===== src/rtl/imem_fetch_server_if.sv =====
// Load/fetch bus of imem_fetch_server: program-load handshake, run control and fetch outputs.
// master = program loader / CPU side, slave = imem_fetch_server.
interface imem_fetch_server_if;
  logic        load_valid;
  logic [31:0] load_data;
  logic        load_last;
  logic        load_ready;
  logic        run;
  logic        stall;
  logic        redirect;
  logic [31:0] redirect_pc;
  logic [31:0] i_datain;
  logic [31:0] pc_out;
  logic        fetch_valid;
  logic        halted;
  logic [5:0]  prog_len;

  modport master (
    output load_valid, load_data, load_last, run, stall, redirect, redirect_pc,
    input  load_ready, i_datain, pc_out, fetch_valid, halted, prog_len
  );

  modport slave (
    input  load_valid, load_data, load_last, run, stall, redirect, redirect_pc,
    output load_ready, i_datain, pc_out, fetch_valid, halted, prog_len
  );
endinterface


===== src/rtl/imem_fetch_server.sv =====
// 32-word instruction memory: loaded word-by-word, then streamed to the CPU one word per cycle.
// Optional macro HALT_ON_END_EN: stop in HALT once pc runs past the loaded program.
module imem_fetch_server (
  input logic clock,
  input logic reset,
  imem_fetch_server_if.slave bus
);
  localparam int unsigned XLEN  = 32;
  localparam int unsigned DEPTH = 32;
  localparam int unsigned IDX_W = 5;
  localparam int unsigned CNT_W = 6;

  typedef enum logic [1:0] {IDLE, LOAD, RUN, HALT} state_t;

  state_t           state;
  logic [XLEN-1:0]  mem [DEPTH];
  logic [XLEN-1:0]  pc;
  logic [XLEN-1:0]  iData;
  logic [XLEN-1:0]  pcOut;
  logic [CNT_W-1:0] wrPtr;
  logic [CNT_W-1:0] progLen;
  logic             fetchValid;
  logic             halted;
  logic             loadReady;

  logic             accept;
  logic [IDX_W-1:0] wrIdx;
  logic             endOfProg;

  assign accept = bus.load_valid && loadReady;
  // The first word of a new load always lands at index 0.
  assign wrIdx  = (state == IDLE) ? '0 : wrPtr[IDX_W-1:0];

`ifdef HALT_ON_END_EN
  assign endOfProg = (pc[XLEN-1:2] >= 30'(progLen));
`else
  assign endOfProg = 1'b0;
`endif

  // Program storage; deliberately not reset so a reset never wipes a loaded program.
  always_ff @(posedge clock) begin
    if (accept) begin
      mem[wrIdx] <= bus.load_data;
    end
  end

  always_ff @(posedge clock or posedge reset) begin
    if (reset) begin
      state      <= IDLE;
      pc         <= '0;
      wrPtr      <= '0;
      progLen    <= '0;
      iData      <= '0;
      pcOut      <= '0;
      fetchValid <= 1'b0;
      halted     <= 1'b0;
      loadReady  <= 1'b1;
    end else begin
      case (state)
        IDLE: begin
          if (accept) begin
            wrPtr <= CNT_W'(1);
            // A one-word program completes immediately.
            if (bus.load_last) begin
              progLen <= CNT_W'(1);
            end else begin
              state <= LOAD;
            end
          end else if (bus.run && !bus.load_valid) begin
            state     <= RUN;
            pc        <= '0;
            loadReady <= 1'b0;
          end
        end
        LOAD: begin
          if (accept) begin
            wrPtr <= wrPtr + CNT_W'(1);
            if (bus.load_last || (wrPtr == CNT_W'(DEPTH - 1))) begin
              state     <= IDLE;
              progLen   <= wrPtr + CNT_W'(1);
              loadReady <= (wrPtr != CNT_W'(DEPTH - 1));
            end
          end
        end
        RUN: begin
          if (bus.redirect) begin
            pc         <= bus.redirect_pc & ~XLEN'(3);
            iData      <= '0;
            fetchValid <= 1'b0;
          end else if (!bus.stall) begin
            if (endOfProg) begin
              state      <= HALT;
              halted     <= 1'b1;
              iData      <= '0;
              fetchValid <= 1'b0;
            end else begin
              iData      <= mem[pc[IDX_W+1:2]];
              pcOut      <= pc;
              fetchValid <= 1'b1;
              pc         <= pc + XLEN'(4);
            end
          end
        end
        HALT: begin
          if (bus.load_valid) begin
            state     <= LOAD;
            wrPtr     <= '0;
            loadReady <= 1'b1;
            halted    <= 1'b0;
          end else if (bus.run) begin
            state  <= RUN;
            pc     <= '0;
            halted <= 1'b0;
          end
        end
        default: state <= IDLE;
      endcase
    end
  end

  assign bus.load_ready  = loadReady;
  assign bus.i_datain    = iData;
  assign bus.pc_out      = pcOut;
  assign bus.fetch_valid = fetchValid;
  assign bus.halted      = halted;
  assign bus.prog_len    = progLen;
endmodule


===== src/flat_wrapper.sv =====
// flat-port wrapper written by rule: the top's interface ports become plain ports
module imem_fetch_server_flat 
  (clock, reset, bus_load_valid, bus_load_data, bus_load_last, bus_run, bus_stall, bus_redirect, bus_redirect_pc, bus_load_ready, bus_i_datain, bus_pc_out, bus_fetch_valid, bus_halted, bus_prog_len);
  imem_fetch_server_if bus_i ();
  input logic clock;
  input logic reset;
  input wire logic [$bits(bus_i.load_valid)-1:0] bus_load_valid;
  input wire logic [$bits(bus_i.load_data)-1:0] bus_load_data;
  input wire logic [$bits(bus_i.load_last)-1:0] bus_load_last;
  input wire logic [$bits(bus_i.run)-1:0] bus_run;
  input wire logic [$bits(bus_i.stall)-1:0] bus_stall;
  input wire logic [$bits(bus_i.redirect)-1:0] bus_redirect;
  input wire logic [$bits(bus_i.redirect_pc)-1:0] bus_redirect_pc;
  output wire logic [$bits(bus_i.load_ready)-1:0] bus_load_ready;
  output wire logic [$bits(bus_i.i_datain)-1:0] bus_i_datain;
  output wire logic [$bits(bus_i.pc_out)-1:0] bus_pc_out;
  output wire logic [$bits(bus_i.fetch_valid)-1:0] bus_fetch_valid;
  output wire logic [$bits(bus_i.halted)-1:0] bus_halted;
  output wire logic [$bits(bus_i.prog_len)-1:0] bus_prog_len;
  assign bus_i.load_valid = bus_load_valid;
  assign bus_i.load_data = bus_load_data;
  assign bus_i.load_last = bus_load_last;
  assign bus_i.run = bus_run;
  assign bus_i.stall = bus_stall;
  assign bus_i.redirect = bus_redirect;
  assign bus_i.redirect_pc = bus_redirect_pc;
  assign bus_load_ready = bus_i.load_ready;
  assign bus_i_datain = bus_i.i_datain;
  assign bus_pc_out = bus_i.pc_out;
  assign bus_fetch_valid = bus_i.fetch_valid;
  assign bus_halted = bus_i.halted;
  assign bus_prog_len = bus_i.prog_len;
  imem_fetch_server u_core (.clock(clock), .reset(reset), .bus(bus_i));
endmodule

===== config.mk =====
export PLATFORM = sky130hd
export DESIGN_NAME = imem_fetch_server_flat
export DESIGN_NICKNAME = d
export VERILOG_FILES = /design/src/rtl/imem_fetch_server_if.sv /design/src/rtl/imem_fetch_server.sv /design/src/flat_wrapper.sv
export SDC_FILE = /design/constraint.sdc
export NUM_CORES = 1
export LEC_CHECK = 0
export ABC_CLOCK_PERIOD_IN_PS = 4000
export BUFFER_PORTS_ARGS = -buffer_cell sky130_fd_sc_hd__buf_2
export CORE_MARGIN = 2
export CORE_UTILIZATION = 34
export DETAILED_ROUTE_END_ITERATION = 7
export PLACE_DENSITY_LB_ADDON = 0.08
export SKIP_LAST_GASP = 1
export SYNTH_ARGS = -nofsm -noshare
export SYNTH_HDL_FRONTEND = slang
export SYNTH_SLANG_ARGS = --single-unit

===== constraint.sdc =====
create_clock -name clock -period 4 [get_ports clock]
set_input_delay 0.8 -clock clock [delete_from_list [all_inputs] [get_ports clock]]
set_output_delay 0.8 -clock clock [all_outputs]
set_load 0.1 [all_outputs]

== After elaboration in Yosys (flattened, before gate mapping) ==
Memories as Yosys holds them, arrays and structs flattened.
Index checks and enable logic that the tools add are counted.
Storage, ports and cells
  output and inout bits: 73
  memories: 1
  RAM bits: 1024
  flip-flop bits (word level): 113
  input port bits: 71
  logic and storage cells: 90
Operators by class
  multiplexer cells: 39
  bitwise gates (word level): 3
  $add $sub $neg: 2
  equal/unequal tests: 19
  reductions and logical operators: 17
Memories
  u_core.mem: depth 32, width 32, read ports 1, clocked after Yosys merged registers in 0, wr ports 1, line imem_fetch_server.sv:16  | logic [XLEN-1:0] mem [DEPTH];
Operator list (number)
  2-to-1 mux 32 bit: 8
  case mux 32 bit (3 select lines): 1
  2-to-1 mux 6 bit: 7
  adder 32 x 3 -> 32 bit (second input constant): 1
  case mux 6 bit (3 select lines): 1
  AND reduction 6 bit: 3
  2-to-1 mux 2 bit: 7
  inequality test 2 bit (second input constant): 6
  case mux 6 bit (2 select lines): 1
  2-to-1 mux 1 bit: 11
  inequality test 3 bit (second input constant): 3
  inequality test 2 x 1 -> 1 bit (second input constant): 4
  adder 6 x 1 -> 6 bit (second input constant): 1
  equality test 6 x 5 -> 1 bit (second input constant): 1
  inequality test 6 x 5 -> 1 bit (second input constant): 1
  case mux 2 bit (3 select lines): 1
  nonzero test 3 bit: 2
  2-to-1 mux 5 bit: 1
  AND reduction 5 bit: 1
  equality test 2 bit (second input constant): 2
  AND reduction 2 bit: 2
  AND reduction 4 bit: 1
  nonzero test 2 bit: 2
  inequality test 3 x 2 -> 1 bit (second input constant): 1
  other kinds (8): 11

== Depth between registers and ports, before layout ==
  depth after elaboration: 5
  mapped depth: 9
  depth with buffers taken out: 6

== Worst setup path before layout ==
No wires, ideal clock.
  path kind: register to register
  from: register u_core.loadReady (netlist: u_core.bus.load_ready)
  to: memory u_core.mem[15][0], enable pin
  library setup time: 421 ps
  arrival time: 3194 ps
  data required time: 3579 ps
  path buffers: 1
  slack: 385 ps
  cell stages (with the launch flop): 6
  path through: dfstp_2 -> clkbuf_1 -> nand2_1 -> nor2_1 -> nand3_1 -> nor2_1
On the way
  word-level cells in the longest chain between the ends: 3
RTL lines
  from (decl): line imem_fetch_server.sv:24  | logic loadReady;
  from (signal assigned): line imem_fetch_server.sv:81  | loadReady <= (wrPtr != CNT_W'(DEPTH - 1));
  logical AND 1 bit: line imem_fetch_server.sv:30  | assign accept = bus.load_valid && loadReady;
  2-to-1 mux 1 bit: line imem_fetch_server.sv:42  | if (accept) begin
  2-to-1 mux 1 bit (implied by the code): line imem_fetch_server.sv:43  | mem[wrIdx] <= bus.load_data;
  to (decl): line imem_fetch_server.sv:16
Every way passes these cells.

== Worst setup path after layout ==
  from: register u_core.pc[3]
  to: register u_core.pc[30]
On the way
  word-level cells in the longest chain between the ends: 4
RTL lines
  from (decl): line imem_fetch_server.sv:17  | logic [XLEN-1:0] pc;
  from (signal assigned): line imem_fetch_server.sv:87  | pc <= bus.redirect_pc & ~XLEN'(3);
  from (signal assigned): line imem_fetch_server.sv:100  | pc <= pc + XLEN'(4);
  adder 32 x 3 -> 32 bit: line imem_fetch_server.sv:100
  2-to-1 mux 32 bit: line imem_fetch_server.sv:90  | end else if (!bus.stall) begin
  2-to-1 mux 32 bit: line imem_fetch_server.sv:86  | if (bus.redirect) begin
  case mux 32 bit (3 select lines): line imem_fetch_server.sv:59  | case (state)
Every way passes these cells. The select of a mux whose other input is x is not followed.
A chain may end at the register's enable or synchronous reset.

==> out/results.ini <==
[floorplanning]
initial_core_util_pct = 34.1
ioPinCount = 144
dieArea_sq_um = 132000
core_area_sq_um = 129000
fp.dieH_um = 364
die_w_um = 364
fp-row-count = 132

[critical_path]
r2r-start = u_core.pc[3]
startpoint_type = flip-flop
worst-path-buf-inv = 0
r2r_cells = 6
required_ps = 4610
critical-path-max-stage-delay_ps = 730
crit_type = flip-flop to flip-flop
crit_path_end_kind = flip-flop
cpLargestDelayFamily = simple AND/OR/NAND/NOR gates
slowest_stage = dfrtp_4
rr_endpoint = u_core.pc[30]
reg2reg_slack_ps = 1080
crit_chain = ha_1, nand3_1, nor3_2, nand4_1, or2_2, o311ai_0
cp.arrival_ps = 3520
cp_max_fo = 21

[yosys]
synth_area_sq_um = 44000
synth_area_leaders = edfxtp_1, mux4_2, dfrtp_1
synth_area_per_cell_sq_um = 20.5
ys_seq_area_share_pct = 76.0
synthTopCellsByCount = edfxtp_1, mux4_2, nand2_1
synth_seq_cells = 1132
ys.flop_type = edfxtp_1
synth_top_area_share_pct = 69.9
async_flop_share_pct = 9.54
synth_edf_count = 1024
muxShareOfSynthArea_pct = 15.5
synth-simple-area-share_pct = 3.23
synth_compound_area_share_pct = 3.50
netlist.top_cell.by_area = edfxtp_1
ys_warn_count = 0
synth_top_family_by_area = multiplexers
synth_most_common_cell = edfxtp_1
synthCells = 2143
synth-xor-area-share_pct = 0.0995
synth_cell_types = 68
synth_adder_area_share_pct = 0.0569

[global_route]
grt_pass1_vias = 23200
grt_max_degree = 85
grt_usage_pct = 17.9
grt_pass1_wl_um = 169000
antenna_found_initial = 5
globalRouteOverflowTotal = 0

[run_status]
status = completed

[cells_and_area]
fin_util_pct = 40.0
fin_nets = 2432
layout-drive-gt1-share_pct = 29.2
design_area_sq_um = 51600
fillers = 11500
stdcell_count = 4207
area_growth_pct = 17.3

[timing]
tightestPinTransition_ps = 1010
finClkSkew_ps = 25.3
rsz0062_at_grt = false
drv_slew = 0
fmax_mhz = 343
layout_worst_path_cycle_share_pct = 72.9
holdWs_ps = 124
fin_crit_ps = 2920
finalHoldViolCount = 0
setup_slack_ps = 1080
tns_ps = 0
finalSetupViolations = 0
relSlewSlack_pct = 32.3

[run]
maxCapViolCount = 0

[routing]
detail_route.iter0.violations = 1673
wire_per_inst_um = 28.0
viasPerCell = 5.24
drc = 0
wl_um = 118000
vias = 22100
drt_pass1_iterations = 5
detail-route-antenna-nets = 0

[place]
gp_congestion = 0.768
pre_cts_ws_ps = 777
port_buffers = 138
dp_cells = 3978
place_hpwl_um = 62500
placed_area_sq_um = 47500

[power]
power_density_nw_per_um2 = 551
ir_drop_uv = 381
cellLeakagePower_nw = 17.2
total_power_mw = 28.4

[clocking]
cts_hold_buf = 0
cts_setup_buffers = 0
cts_tree = built
cts_resized = 0
clock_latency_ps = 740
clock_path_buffers = 3
cts.sinks = 1132
path_clk_slew_ps = 60
cts_max_level = 3
numCtsBuffers = 121
root_buffer = clkbuf_16

[hold_path]
hold_class = input pin to async pin

-- cell type report --
cell class	count	area [sq um]	share of cell area [%]
tap	1742	2180	4.22
timing repair buffer	216	1660	3.22
antenna	1	2.50	0.00485
clock inverter	90	1030	1.99
inverter	9	38.8	0.0751
sequential	1132	33500	64.8
clock buffer	138	3110	6.03
multi-input combinational	879	10100	19.6
-- power by group --
part / switching (mW) / internal (mW) / leakage, nW
registers: 0.235 / 13.1 / 10.6
logic: 2.24 / 1.26 / 4.56
clock network: 4.66 / 6.98 / 2.03
total: 7.13 / 21.3 / 17.2
-- how the worst max path moves through the flow --
| stage | startpoint | endpoint | cells after the start |
|---|---|---|---|
| 3_5_place_dp | bus_stall | u_core.bus.i_datain[28] | 6 |
| 3_3_place_gp | bus_stall | u_core.bus.i_datain[27] | 6 |
| 4_1_cts | u_core.pc[3] | u_core.bus.i_datain[1] | 5 |
| 5_1_grt | u_core.pc[3] | u_core.pc[30] | 6 |
| 2_1_floorplan | reset | u_core.bus.fetch_valid | 1 |
| 6_report | u_core.pc[3] | u_core.pc[30] | 6 |
-- routing by layer --
layer / part of all wire, % / up-vias / wire length (um) / global-route usage, %
met2: 48 / 551 / 56900 / 29.4
met5: 0 / - / 0 / 0
met3: 4.5 / 144 / 5340 / 2.59
met1: 45 / 12000 / 53400 / 25.1
li1: - / 9322 / - / -
met4: 1.9 / 0 / 2210 / 4.74
-- registers in the layout (all words and copies together) (netlist names) --
| register | cells |
|---|---|
| u_core.bus.fetch_valid | 1 |
| u_core.bus.load_ready | 1 |
| u_core.wrPtr | 6 |
| u_core.state | 2 |
| u_core.bus.prog_len | 6 |
| u_core.bus.pc_out | 30 |
| u_core.mem | 1024 |
| u_core.bus.i_datain | 32 |
| u_core.pc | 30 |
-- cells by family after synthesis --
| family | after synthesis |
|---|---|
| and+or+nand+nor | 304 |
| muxes | 361 |
| xor gates and xnor gates | 5 |
| AOI/OAI and AO/OA | 204 |
| adders and majority gates | 2 |
| DFF | 1132 |
| buffers and inverters | 134 |
| other | 1 |
-- placed cells by master (no fill, tap or decap), types with 13 or more instances in the layout --
cell,netlist,final
edfxtp_1,1024,1024
mux4_2,256,256
buf_2,53,138
clkbuf_16,0,122
nand2_1,117,116
dfrtp_1,107,104
mux2i_1,98,98
nor2_1,98,66
buf_4,7,47
o22ai_1,34,34
o21ai_0,33,33
a22o_1,32,32
nor2_4,0,32
clkinv_1,0,31
buf_12,0,31
a2111o_1,29,29
clkinv_2,0,23
bufinv_16,0,22
a21oi_1,19,19
nand3_1,17,16
clkbuf_1,38,16
a22oi_1,13,13
Power figures use the tool's default switching activity.
